`config.mk`:
```
export PLATFORM = sky130hd
export DESIGN_NAME = kpyd_scanner
export DESIGN_NICKNAME = d
export VERILOG_FILES = /design/src/rtl/kpyd_pkg.sv /design/src/rtl/kpyd_sync.sv /design/src/rtl/kpyd_scanner.sv
export SDC_FILE = /design/constraint.sdc
export NUM_CORES = 1
export LEC_CHECK = 0
export CELL_PAD_IN_SITES_DETAIL_PLACEMENT = 1
export CELL_PAD_IN_SITES_GLOBAL_PLACEMENT = 2
export CORE_MARGIN = 2
export CORE_UTILIZATION = 35
export CTS_BUF_LIST = sky130_fd_sc_hd__clkbuf_8
export CTS_CLUSTER_SIZE = 24
export DETAILED_ROUTE_END_ITERATION = 16
export GPL_TIMING_DRIVEN = 1
export HOLD_SLACK_MARGIN = 0.06
export PLACE_DENSITY = 0.87
export RECOVER_POWER = 100
export SYNTH_ARGS = -nofsm -noshare
export SYNTH_HDL_FRONTEND = slang
export SYNTH_HIERARCHICAL = 1
export SYNTH_SLANG_ARGS = --single-unit
```
`constraint.sdc`:
```
create_clock -name clk_i -period 4.2 [get_ports clk_i]
set_input_delay 0.42 -clock clk_i [delete_from_list [all_inputs] [get_ports clk_i]]
set_output_delay 0.42 -clock clk_i [all_outputs]
set_load 0.02 [all_outputs]
```
`src/rtl/kpyd_pkg.sv`:
```
// ============================================================================
//  Module      : kpyd_pkg
//  Description : Shared types and helpers for the 4x4 keypad scanner and the
//                keypad-to-hex LUT translator.
//  Revision    : 1.0 - initial release
// ============================================================================
`default_nettype none

package kpyd_pkg;

    localparam int unsigned KPYD_ROWS   = 4;
    localparam int unsigned KPYD_COLS   = 4;
    localparam int unsigned KPYD_CODE_W = KPYD_ROWS + KPYD_COLS;

    typedef logic [KPYD_ROWS-1:0]   kpyd_row_t;
    typedef logic [KPYD_COLS-1:0]   kpyd_col_t;
    typedef logic [KPYD_CODE_W-1:0] kpyd_code_t;

    typedef enum logic [1:0] {
        SCAN    = 2'd0,
        CONFIRM = 2'd1,
        HELD    = 2'd2
    } kpyd_state_e;

    function automatic kpyd_row_t kpyd_rot_row(input kpyd_row_t r);
        return {r[KPYD_ROWS-2:0], r[KPYD_ROWS-1]};
    endfunction

    function automatic logic kpyd_is_onehot(input kpyd_col_t c);
        return (c != '0) && ((c & (c - 1'b1)) == '0);
    endfunction

endpackage

`default_nettype wire

```
`src/rtl/kpyd_sync.sv`:
```
// ============================================================================
//  Module      : kpyd_sync
//  Description : Parameterised-width two-flop synchronizer, reset to zero.
//  Revision    : 1.0 - initial release
// ============================================================================
`default_nettype none

module kpyd_sync #(
    parameter int unsigned WIDTH = 1
) (
    input  logic             clk_i,
    input  logic             reset_i,
    input  logic [WIDTH-1:0] d_i,
    output logic [WIDTH-1:0] q_o
);

    logic [WIDTH-1:0] meta_q;
    logic [WIDTH-1:0] sync_q;

    always_ff @(posedge clk_i) begin
        if (reset_i) begin
            meta_q <= '0;
            sync_q <= '0;
        end else begin
            meta_q <= d_i;
            sync_q <= meta_q;
        end
    end

    assign q_o = sync_q;

endmodule

`default_nettype wire

```
`src/rtl/kpyd_scanner.sv`:
```
// ============================================================================
//  Module      : kpyd_scanner
//  Description : 4x4 keypad row scanner with debounce and valid/ready output.
//                Optional auto-repeat when KPYD_SCANNER_REPEAT_EN is defined.
//  Revision    : 1.0 - initial release
// ============================================================================
`default_nettype none

module kpyd_scanner
    import kpyd_pkg::*;
#(
    parameter int unsigned scan_cycles_p = 1000,
    parameter int unsigned debounce_p    = 4,
    parameter int unsigned repeat_p      = 250
) (
    input  logic                   clk_i,
    input  logic                   reset_i,
    input  logic [KPYD_COLS-1:0]   col_i,
    output logic [KPYD_ROWS-1:0]   row_o,
    output logic [KPYD_CODE_W-1:0] kpyd_o,
    output logic                   valid_o,
    input  logic                   ready_i,
    output logic                   pressed_o
);

    localparam int unsigned CW = (scan_cycles_p > 1) ? $clog2(scan_cycles_p) : 1;
    localparam int unsigned MW = $clog2(debounce_p + 1);
    localparam logic [CW-1:0] DWELL_LAST = CW'(scan_cycles_p - 1);
    localparam logic [MW-1:0] DEB_N      = MW'(debounce_p);

    if (scan_cycles_p < 3 || debounce_p == 0 || repeat_p == 0) begin : g_param_check
        $error("kpyd_scanner: parameter out of range");
    end

    kpyd_col_t   w_cs;
    logic        w_sample;
    logic        w_hit;
    logic        w_match;

    logic [CW-1:0] dwell_q, dwell_d;
    kpyd_state_e   state_q;
    kpyd_row_t     row_q;
    kpyd_col_t     col_q;
    kpyd_code_t    kpyd_q;
    logic          valid_q;
    logic          pressed_q;
    logic [MW-1:0] match_q;
    logic [MW-1:0] rel_q;

`ifdef KPYD_SCANNER_REPEAT_EN
    localparam int unsigned RW = $clog2(repeat_p + 1);
    localparam logic [RW-1:0] REP_N = RW'(repeat_p);
    logic [RW-1:0] rep_q;
`endif

    kpyd_sync #(
        .WIDTH (KPYD_COLS)
    ) u_sync (
        .clk_i   (clk_i),
        .reset_i (reset_i),
        .d_i     (col_i),
        .q_o     (w_cs)
    );

    assign w_sample = (dwell_q == DWELL_LAST);
    assign w_hit    = kpyd_is_onehot(w_cs);
    assign w_match  = w_hit && (w_cs == col_q);

    always_comb begin
        dwell_d = w_sample ? '0 : dwell_q + 1'b1;
    end

    always_ff @(posedge clk_i) begin
        if (reset_i) begin
            dwell_q   <= '0;
            state_q   <= SCAN;
            row_q     <= kpyd_row_t'(1);
            col_q     <= '0;
            kpyd_q    <= '0;
            valid_q   <= 1'b0;
            pressed_q <= 1'b0;
            match_q   <= '0;
            rel_q     <= '0;
`ifdef KPYD_SCANNER_REPEAT_EN
            rep_q     <= '0;
`endif
        end else begin
            dwell_q <= dwell_d;
            if (valid_q && ready_i) begin
                valid_q <= 1'b0;
            end
            if (w_sample) begin
                unique case (state_q)
                    SCAN: begin
                        // A pending event blocks new presses entirely.
                        if (!w_hit || valid_q) begin
                            row_q <= kpyd_rot_row(row_q);
                        end else begin
                            col_q   <= w_cs;
                            match_q <= MW'(1);
                            if (debounce_p == 1) begin
                                kpyd_q    <= {row_q, w_cs};
                                valid_q   <= 1'b1;
                                pressed_q <= 1'b1;
                                rel_q     <= '0;
`ifdef KPYD_SCANNER_REPEAT_EN
                                rep_q     <= '0;
`endif
                                state_q   <= HELD;
                            end else begin
                                state_q <= CONFIRM;
                            end
                        end
                    end
                    CONFIRM: begin
                        if (w_match) begin
                            if (match_q + 1'b1 == DEB_N) begin
                                kpyd_q    <= {row_q, col_q};
                                valid_q   <= 1'b1;
                                pressed_q <= 1'b1;
                                rel_q     <= '0;
`ifdef KPYD_SCANNER_REPEAT_EN
                                rep_q     <= '0;
`endif
                                state_q   <= HELD;
                            end else begin
                                match_q <= match_q + 1'b1;
                            end
                        end else begin
                            row_q   <= kpyd_rot_row(row_q);
                            state_q <= SCAN;
                        end
                    end
                    HELD: begin
                        if (w_match) begin
                            rel_q <= '0;
`ifdef KPYD_SCANNER_REPEAT_EN
                            // Repeat is dropped if the previous event is still unaccepted.
                            if (rep_q + 1'b1 == REP_N) begin
                                rep_q <= '0;
                                if (!valid_q || ready_i) begin
                                    valid_q <= 1'b1;
                                end
                            end else begin
                                rep_q <= rep_q + 1'b1;
                            end
`endif
                        end else begin
`ifdef KPYD_SCANNER_REPEAT_EN
                            rep_q <= '0;
`endif
                            if (rel_q + 1'b1 == DEB_N) begin
                                rel_q     <= '0;
                                pressed_q <= 1'b0;
                                row_q     <= kpyd_rot_row(row_q);
                                state_q   <= SCAN;
                            end else begin
                                rel_q <= rel_q + 1'b1;
                            end
                        end
                    end
                    default: begin
                        state_q <= SCAN;
                    end
                endcase
            end
        end
    end

    assign row_o     = row_q;
    assign kpyd_o    = kpyd_q;
    assign valid_o   = valid_q;
    assign pressed_o = pressed_q;

endmodule

`default_nettype wire

```
# Word-level counts from Yosys, hierarchy flattened
# Index checks and enable logic that the tools add are counted.
dict set report word_totals {
  reg_bits 44
  in_bits 7
  out_inout_bits 14
  word_cells 81
}
dict set report op_classes {
  addsub 4
  n_eq_ne 15
  muxes 30
  bitwise 2
  n_reduce_logical 19
}
# operator count
set op_table {}
lappend op_table {{2-to-1 mux 3 bit} 7}
lappend op_table {{2-to-1 mux 4 bit} 4}
lappend op_table {{!= test 2 bit (second input constant)} 8}
lappend op_table {{one-hot mux 3 bit (2 select lines)} 2}
lappend op_table {{one-hot mux 4 bit (3 select lines)} 1}
lappend op_table {{AND reduction 6 bit} 2}
lappend op_table {{adder 10 x 1 -> 10 bit (second input constant)} 1}
lappend op_table {{== test 10 bit (second input constant)} 1}
lappend op_table {{2-to-1 mux 2 bit} 5}
lappend op_table {{AND reduction 5 bit} 2}
lappend op_table {{2-to-1 mux 1 bit} 9}
lappend op_table {{AND reduction 4 bit} 2}
lappend op_table {{adder 3 x 1 -> 3 bit (second input constant)} 2}
lappend op_table {{== test 3 bit (second input constant)} 2}
lappend op_table {{one-hot mux 2 bit (3 select lines)} 1}
lappend op_table {{AND 4 bit} 1}
lappend op_table {{== test 4 bit} 1}
lappend op_table {{zero test 4 bit} 1}
lappend op_table {{nonzero test 2 bit} 2}
lappend op_table {{nonzero test 4 bit} 1}
lappend op_table {{subtractor 4 x 1 -> 4 bit (second input constant)} 1}
lappend op_table {{logical AND 1 bit} 3}
lappend op_table {{!= test 3 bit (second input constant)} 1}
lappend op_table {{AND reduction 3 bit} 1}
lappend op_table {{other kinds (9)} 9}

# Logic depth before layout (Yosys ltp)
# Gate-level depths: netlist of the first run.
dict set report logic_depth {
  word_depth 8
  mapped_depth 7
  depth_no_buf 6
}

# Modules after synthesis
# Netlist of the first run, hierarchy kept.
# mod instances cells_each area_per_inst_um2 seq_area_each_um2
set modules_own_cells {}
lappend modules_own_cells {kpyd_scanner 1 204 1879.3 720.7}
lappend modules_own_cells {kpyd_sync 1 16 210.2 160.2}

# Worst setup path after synthesis of the first run
# No wires, ideal clock.
dict set report synth_timing {
  path_type {register -> register}
  from {reg u_sync.sync_q[3] (netlist: u_sync/q_o[3])}
  to {reg match_q[1]}
  setup_time_ps 72
  t_arrival_ps 1796
  required_time_ps 4128
  setup_slack_ps 2332
  stages_incl_launch_ff 6
  path_buffers 0
  period_less_slack_ps 1868
  cell_sequence {dfxtp_1 -> or4b_4 -> o311a_4 -> nor4_4 -> o211a_4 -> mux2i_1}
}
dict set report synth_via {
  elab_chain_cells 8
  word_cells_on_any_way 12
  classes_between {1 x add/sub; 3 x eq/ne; 1 x bitwise; 7 x reduce/logical}
}
# element line
set synth_rtl {}
lappend synth_rtl {{from (decl)} kpyd_sync.sv:18} ;# logic [WIDTH-1:0] sync_q;
lappend synth_rtl {{from (signal assigned)} kpyd_sync.sv:26} ;# sync_q <= meta_q;
lappend synth_rtl {{subtractor 4 x 1 -> 4 bit} kpyd_pkg.sv:30} ;# return (c != '0) && ((c & (c - 1'b1)) == '0);
lappend synth_rtl {{AND 4 bit} kpyd_pkg.sv:30}
lappend synth_rtl {{zero test 4 bit} kpyd_pkg.sv:30}
lappend synth_rtl {{logical AND 1 bit} kpyd_pkg.sv:30}
lappend synth_rtl {{zero test 1 bit} kpyd_scanner.sv:96} ;# if (!w_hit || valid_q) begin
lappend synth_rtl {{logical OR 1 bit} kpyd_scanner.sv:96}
lappend synth_rtl {{!= test 2 bit (no line)} n/a}
lappend synth_rtl {{AND reduction 5 bit (no line) (*)} n/a}
lappend synth_rtl {{to (signal assigned)} kpyd_scanner.sv:127} ;# match_q <= match_q + 1'b1;
lappend synth_rtl {{to (decl)} kpyd_scanner.sv:47} ;# logic [MW-1:0] match_q;
# Every way passes the cells marked *; elsewhere a longest branch is shown, timed or not.
# A chain may end at the register's enable or synchronous reset.

==> results of run 1 <==
[report_power, final]
part	internal (W)	switching [W]	total, W
clock network	0.000131	0.000144	0.000275
registers	0.000423	0.00000592	0.000429
logic	0.0000186	0.0000271	0.0000457
[worst max path at each step]
| stage | start | to | slack, ns | depth (start not counted) |
|---|---|---|---|---|
| 4_1_cts | dwell_q[0] | kpyd_o[7] | 1.93 | 6 |
| 5_1_grt | reset_i | match_q[2] | 0.96 | 6 |
| 3_5_place_dp | dwell_q[0] | kpyd_o[7] | 1.99 | 6 |
| 6_report | reset_i | match_q[2] | 1.37 | 6 |
| 2_1_floorplan | u_sync/q_o[3] | match_q[1] | 2.33 | 5 |
| 3_3_place_gp | dwell_q[0] | kpyd_o[2] | 2.02 | 6 |
[critical path, stage by stage]
cell and delay (ns):
dlygate4sd3_1 0.52, clkbuf_1 0.97, inv_1 0.50, and3_1 0.34, nand4_1 0.08, o311ai_0 0.12
[layer usage]
metal | share of wire [%] | GRT usage [%]
met1 | 45 | 19.9
met2 | 49 | 23.8
met3 | 4.0 | 3.33
met4 | 1.9 | 7.46
met5 | 0 | 0
[cell type report]
type	instances	area share [%]
Sequential cell	44	36.1
Clock buffer	6	3.38
Inverter	9	1.38
Multi-Input combinational cell	162	46.5
Tap cell	75	3.85
Clock inverter	2	0.462
Timing Repair Buffer	21	8.36
[cells in the mapped netlist (2+ instances only)]
library cell and n:
dfxtp_1 44, nor2_1 17, a21oi_1 15, nand3_1 15, o21ai_0 15, nand2_1 14
mux2i_1 10, nor2b_1 10, inv_1 9, ha_1 8, xnor2_1 7, and2_1 5
xor2_1 5, clkbuf_1 4, nand4_1 4, or3_1 4, and3_1 3, a41oi_1 2
and4_1 2, nor3_4 2, or4b_4 2
[sequential cells by signal, summed over array words and instances, names as in the netlist]
| name | cells |
|---|---|
| dwell_q | 10 |
| kpyd_o | 8 |
| col_q | 4 |
| row_o | 4 |
| u_sync/meta_q | 4 |
| u_sync/q_o | 4 |
| match_q | 3 |
| rel_q | 3 |
| state_q | 2 |
| pressed_o | 1 |
| valid_o | 1 |
[cell families after synthesis]
family / share of synthesized area [%]
simple gates: 24.0
compound gates: 16.6
flops: 42.2
buf+inv: 2.69
xor+xnor: 5.03
mux: 4.79
fa+ha+maj: 4.79
[per-stage QoR]
stage	utilization (%)	hold slack [ns]	power [W]	std cells
3_5_place_dp	40.5	0.432	0.000485	311
6_report	41.7	0.447	0.000750	319
2_1_floorplan	-	0.414	0.000470	220
3_3_place_gp	40.5	0.418	0.000484	311
5_1_grt	41.7	0.458	0.000781	319
4_1_cts	42.1	0.450	0.000763	319
==> impl_metrics.toml, run 1 <==
[floorplan]
rows = 28
die_area_um2 = 6600
io_pins = 21
die_w_um = 81.3
initial_core_util_pct = 35.7
core_area_um2 = 5850
die_y_um = 81.3

[setup_path]
path_max_fanout = 32
worstPathRequired_ns = 4.32
r2r_slack_ns = 1.61
rr_startpoint = "dwell_q[0]"
r2r_cells = 6
crit_type = "primary input to flip-flop"
arrival_ns = 2.96
setup.worst_path.start_class = "primary input"
crit_path_end_kind = "flip-flop"
worstReg2RegEnd = "pressed_o"

[routing]
dr.pass1.iters = 4
post_drt_wl_per_cell_um = 14.4
drc = 0
dr.first_iter.drc_count = 52
routed-via-count = 1678
drt_wl_total_mm = 4.60
vias_per_cell = 5.26
ant_nets = 0

[logic_synthesis]
yosys_warnings = 6
syn_inst = 220
synth-edff-count = 0
synth_flop_cell = "dfxtp_1"
synthTopCellsByArea = "dfxtp_1 42%, ha_1 4.8%, mux2i_1 4.8%, a21oi_1 3.6%, nand3_1 3.6%"
yosysSeqAreaShare_pct = 42.2
syn_area_um2 = 2090
yosysTopAreaCell = "dfxtp_1"
ys_seq_elements = 44
syn_nets = 235
ys_types = 44
synthArstFlopShare_pct = 0
synth.top_cell.area_share_pct = 42.2
synth_area_per_cell_um2 = 9.50

[sta]
fin_skew_ns = 0.00520
slew_viol_final = 0
fin_crit_sh_pct = 67.4
maxSlewHeadroom_pct = 11.0
fmax_ghz = 0.353
worst_pin_slew_ns = 1.34
period_needed_ns = 2.83
setup-violations-final = 0
final.setup.tns_ns = 0
rsz0062_at_grt = "false"
hold_viol = 0
setup_ws_ns = 1.37

[finish]
final_cell_mix = "44 x dfxtp_1, 17 x nor2_1, 16 x a21oi_1"
layout_commonest_cell = "dfxtp_1"
fillers = 672
drive_above_1_share_pct = 6.56
design_area_um2 = 2440
syn_to_final_growth_pct = 16.8
register_area_um2 = 881
n_antenna_cell = 0
layout.nets = 258
multi_input_area_um2 = 1130

[job]
maxCapViolations = 0

[placement]
port_buffers = 20
routabilityCongestion = 0.714
post-place-ws_ns = 1.99
hpwl_mm = 3.28
placed_area_um2 = 2370

[clock_tree]
htreeDepth = 2
clkLatencyLatePin_ns = 0.30
holdBufCountCts = 0
clk_pin_slew_worst_paths_ns = 0.08
ctsResizeCount = 0
cts_tree = "done"
clockRootBuffer = "clkbuf_8"
cts_buffers = 5
post_cts_buffers = 0
clock_path_buffers = 2
clock_sinks = 44

[grt]
grt_max_degree = 33
overflow = 0
grt_pass1_wl_mm = 7.80
grtUsageTotal_pct = 15.3
antenna_found_initial = 0
first_global_vias = 1614

[hold_path]
holdPathEnd = "u_sync/q_o[3]"
worstHoldPathCells = 1
hold_class = "flip-flop to flip-flop"
hp-start = "u_sync/meta_q[3]"

[status]
status = "finished, final reports clean"

[power_and_ir_drop]
leakage_nw = 0.863
max-vdd-ir-drop_uv = 174
power_density_nw_per_um2 = 307
No activity file was read; power rests on OpenSTA's default activity.
==> run 2: changes to the inputs <==
CORE_UTILIZATION = 33   (was 35)
PLACE_DENSITY = 0.86   (was 0.87)
clock period = 2.6 ns   (was 4.2 ns; I/O delays follow)
==> run 2 against run 1 <==
Via count shrank 0.77%; worst setup slack lost 0.93 ns; combinational power increased by 55%; power increased by 63%; sequential power up 61%; first-iteration DRC count increased by 7.7%; critical path depth shrank 1; largest power group unchanged; sequential share of layout area decreased by 0.20 points.
==> impl_metrics.toml, run 2 (synthesized netlist as in run 1, its figures left out) <==
[status]
status = "finished, final reports clean"

[grt]
antenna_found_initial = 0
first_global_vias = 1695
grt_pass1_wl_mm = 8.07
overflow = 0
grtUsageTotal_pct = 14.0
grt_max_degree = 32

[clock_tree]
cts_buffers = 5
clkLatencyLatePin_ns = 0.29
clock_sinks = 44
ctsResizeCount = 0
clockRootBuffer = "clkbuf_8"
clk_pin_slew_worst_paths_ns = 0.09
clock_path_buffers = 2
cts_tree = "done"
htreeDepth = 2
holdBufCountCts = 0
post_cts_buffers = 0

[routing]
drc = 0
drt_wl_total_mm = 4.62
ant_nets = 0
dr.pass1.iters = 4
post_drt_wl_per_cell_um = 14.4
dr.first_iter.drc_count = 56
vias_per_cell = 5.20
routed-via-count = 1665

[power_and_ir_drop]
intPower_w = 0.000926
p_sw_share_pct = 24.3
power.share.clock_pct = 37.7
p_total_w = 0.00122
pwr-share-comb_pct = 5.8
p_switching_w = 0.000297
pwr-share-seq_pct = 56.6
power_density_nw_per_um2 = 499
max-vdd-ir-drop_uv = 270
leakage_nw = 0.860

[finish]
layout.nets = 259
largest_reg_flops = 10
drive_above_1_share_pct = 7.76
register_area_um2 = 881
finalNonFillerCells = 320
top_register = "dwell_q"
syn_to_final_growth_pct = 17.4
fillers = 730
multi_input_area_um2 = 1140
final_cell_mix = "44 x dfxtp_1, 17 x nor2_1"
layout_commonest_cell = "dfxtp_1"
n_antenna_cell = 0

[sta]
hold_viol = 0
whs_ns = 0.443
rsz0062_at_grt = "false"
final.setup.tns_ns = 0
fin_crit_sh_pct = 83.0
setup-violations-final = 0
worst_pin_slew_ns = 1.40
period_needed_ns = 2.16
fmax_ghz = 0.464
fin_skew_ns = 0.00758
slew_viol_final = 0
maxSlewHeadroom_pct = 6.76

[floorplan]
rows = 28
initial_core_util_pct = 34.7
io_pins = 21
die_area_um2 = 6980
core_area_um2 = 6030
die_y_um = 83.6
die_w_um = 83.6

[placement]
port_buffers = 20
hpwl_mm = 3.39
place_inst = 312
routabilityCongestion = 0.794

[setup_path]
path_max_fanout = 8
arrival_ns = 2.27
setup.worst_path.start_class = "flip-flop"
worstPathRequired_ns = 2.72
crit_type = "flip-flop to flip-flop"
crit_path_end_kind = "flip-flop"

[hold_path]
hold_class = "flip-flop to flip-flop"

[job]
maxCapViolations = 0
-- run 2: area by class of cell --
class / count / area share, %
inverter: 9 / 1.38
clock inverter: 2 / 0.612
multi-input combinational: 162 / 46.3
clock buffer: 6 / 3.37
tap: 75 / 3.82
timing repair buffer: 22 / 8.62
sequential: 44 / 35.9
-- run 2: final timing paths --
| check | depth (start not counted) | endpoint | from | slack (ns) |
|---|---|---|---|---|
| setup / recovery | 5 | rel_q[2] | u_sync/q_o[0] | 0.44 |
| hold / removal | 1 | u_sync/q_o[0] | u_sync/meta_q[0] | 0.44 |
| setup reg to reg | 5 | rel_q[2] | u_sync/q_o[0] | 0.44 |
| hold reg to reg | 1 | u_sync/q_o[0] | u_sync/meta_q[0] | 0.44 |
-- run 2: metal layers --
metal | wire (um) | vias to the layer above | share of wire [%] | global-route usage, %
li1 | - | 839 | - | -
met1 | 2140 | 804 | 46 | 17.3
met2 | 2290 | 18 | 50 | 23.7
met3 | 154 | 4 | 3.3 | 3.76
met4 | 36 | 0 | 0.78 | 4.11
met5 | 0 | - | 0 | 0
-- run 2: power groups by stage --
stage	combinational (W)	clock, W	sequential (W)
2_1_floorplan	0.0000525	0	0.000706
4_1_cts	0.0000759	0.000481	0.000693
6_report	0.0000707	0.000461	0.000692
3_5_place_dp	0.0000754	0	0.000709
5_1_grt	0.0000780	0.000504	0.000695
3_3_place_gp	0.0000744	0	0.000708
-- run 2: through the flow --
stage	cell area, um^2	setup slack (ns)	utilization (%)
6_report	2450	0.443	40.7
4_1_cts	2470	0.456	41.1
5_1_grt	2450	0.238	40.7
2_1_floorplan	2090	0.732	-
3_5_place_dp	2380	0.482	39.4
3_3_place_gp	2380	0.582	39.4
-- run 2: worst max-delay path: stages (launching register included) --
cell and delay (ns):
dfxtp_1 0.48, or4b_1 0.53, o311ai_2 0.21, a41oi_1 0.36, o31ai_1 0.30, a21oi_1 0.09
==> run 3: changes to the inputs <==
CORE_UTILIZATION = 35   (was 33)
PLACE_DENSITY = 0.87   (was 0.86)
clock period = 2 ns   (was 2.6 ns; I/O delays follow)
==> run 3 against run 2 <==
Worst setup slack worse by 0.36 ns; combinational power grew 54%; cell count grew 4.1%; sequential share of layout area shrank 1.6 points; first-iteration DRC count up 21%; count of clock-buffer cells in the layout stayed put; power rose by 31%; flip-flop and latch count did not move; routed wire length grew 6.3%; critical path type unchanged; clock skew fell by 0.0019 ns.
==> impl_metrics.toml, run 3 (synthesized netlist as in run 1, its figures left out) <==
[sta]
fin_crit_sh_pct = 95.8
slew_viol_final = 0
period_needed_ns = 1.92
whs_ns = 0.438
maxSlewHeadroom_pct = 68.5
setup-violations-final = 0
hold_viol = 0
fin_skew_ns = 0.00569
final.setup.tns_ns = 0
fmax_ghz = 0.522
worst_pin_slew_ns = 0.472
rsz0062_at_grt = "false"

[finish]
finalNonFillerCells = 333
top_register = "dwell_q"
multi_input_area_um2 = 1160
syn_to_final_growth_pct = 23.3
n_antenna_cell = 0
layout_commonest_cell = "dfxtp_1"
register_area_um2 = 883
largest_reg_flops = 10
drive_above_1_share_pct = 15.5
layout.nets = 272
fillers = 681
final_cell_mix = "42 x dfxtp_1, 16 x nor2_1, 16 x a21oi_1"

[power_and_ir_drop]
intPower_w = 0.00121
max-vdd-ir-drop_uv = 398
p_switching_w = 0.000388
pwr-share-seq_pct = 56.2
leakage_nw = 0.940
power_density_nw_per_um2 = 621
p_sw_share_pct = 24.3
pwr-share-comb_pct = 6.8
power.share.clock_pct = 37.0

[clock_tree]
clkLatencyLatePin_ns = 0.30
clk_pin_slew_worst_paths_ns = 0.09
clockRootBuffer = "clkbuf_8"
clock_path_buffers = 2
cts_tree = "done"
clock_sinks = 44
cts_buffers = 5
htreeDepth = 2

[floorplan]
rows = 28
core_area_um2 = 5850
io_pins = 21
die_y_um = 81.3
die_w_um = 81.3
initial_core_util_pct = 35.7
die_area_um2 = 6600

[grt]
overflow = 0
first_global_vias = 1770
grt_max_degree = 19
grt_pass1_wl_mm = 8.47
grtUsageTotal_pct = 16.6
antenna_found_initial = 0

[placement]
routabilityCongestion = 0.779
place_inst = 323
hpwl_mm = 3.54
port_buffers = 20

[setup_path]
path_max_fanout = 4
crit_type = "flip-flop to flip-flop"
max_stage_delay_ns = 0.58
setup.worst_path.start_class = "flip-flop"
arrival_ns = 2.15
slowest_stage = "or4b_4"
crit_path_end_kind = "flip-flop"
worstPathRequired_ns = 2.23
path_cells = "or4b_4 > o311a_4 > nor4_4 > o211a_4 > mux2i_1"

[hold_path]
hold_class = "flip-flop to flip-flop"

[routing]
dr.pass1.iters = 4
vias_per_cell = 5.17
ant_nets = 0
routed-via-count = 1722
drc = 0
dr.first_iter.drc_count = 68
post_drt_wl_per_cell_um = 14.8
drt_wl_total_mm = 4.92

[status]
status = "finished, final reports clean"

[job]
maxCapViolations = 0
## run 3: cell types whose count changed in the layout (fill, tap and decap cells not counted), sizes merged
| cell | before | now |
|---|---|---|
| clkinvlp | 2 | 1 |
| inv | 9 | 10 |
| buf | 1 | 14 |
## run 3: layer usage
| metal | vias up | global-route usage [%] | share of wire (%) |
|---|---|---|---|
| met3 | 5 | 3.89 | 2.7 |
| li1 | 863 | - | - |
| met2 | 19 | 27.7 | 49 |
| met1 | 835 | 21.3 | 47 |
| met4 | 0 | 5.08 | 1.1 |
| met5 | - | 0 | 0 |
## run 3: path summary, 6_finish.rpt
| kind | startpoint | cells after the start | end | slack, ns |
|---|---|---|---|---|
| setup / recovery | u_sync/q_o[0] | 5 | match_q[1] | 0.08 |
| hold reg to reg | dwell_q[0] | 1 | dwell_q[0] | 0.44 |
| setup reg to reg | u_sync/q_o[0] | 5 | match_q[1] | 0.08 |
| hold / removal | dwell_q[0] | 1 | dwell_q[0] | 0.44 |
## run 3: per-stage QoR
stage	power [W]	area, um^2	util, %	setup WS (ns)
3_3_place_gp	0.00102	2460	42.0	0.105
5_1_grt	0.00166	2580	44.0	0.00478
4_1_cts	0.00162	2550	43.6	0.000536
6_report	0.00160	2580	44.0	0.0835
2_1_floorplan	0.000986	2090	-	0.132
3_5_place_dp	0.00102	2460	42.0	0.0196
## run 3: final cells by class
cell class / count / area share (%)
Multi-Input combinational cell: 162 / 45.1
Sequential cell: 44 / 34.3
Timing Repair Buffer: 35 / 12.0
Tap cell: 75 / 3.64
Clock buffer: 6 / 3.21
Inverter: 9 / 1.31
Clock inverter: 2 / 0.437
## run 3: worst max-delay path: cells and delay by family (launching register included)
kind / cells / cell delay, ns
and+or+nand+nor: 2 / 0.91
muxes: 1 / 0.17
AOI/OAI and AO/OA: 2 / 0.41
DFF: 1 / 0.36
## run 3: what timing repair did
action | in CTS | in global routing
gates resized for setup | 0 | 8
endpoints found under the setup margin | 0 | 20
hold buffers | 0 | 0
setup buffers | 0 | 2
## run 3: power groups by stage
| stage | registers [W] | clock network (W) | logic (W) |
|---|---|---|---|
| 3_3_place_gp | 0.000918 | 0 | 0.000102 |
| 4_1_cts | 0.000899 | 0.000613 | 0.000104 |
| 5_1_grt | 0.000902 | 0.000643 | 0.000120 |
| 2_1_floorplan | 0.000918 | 0 | 0.0000682 |
| 6_report | 0.000899 | 0.000591 | 0.000109 |
| 3_5_place_dp | 0.000919 | 0 | 0.000104 |
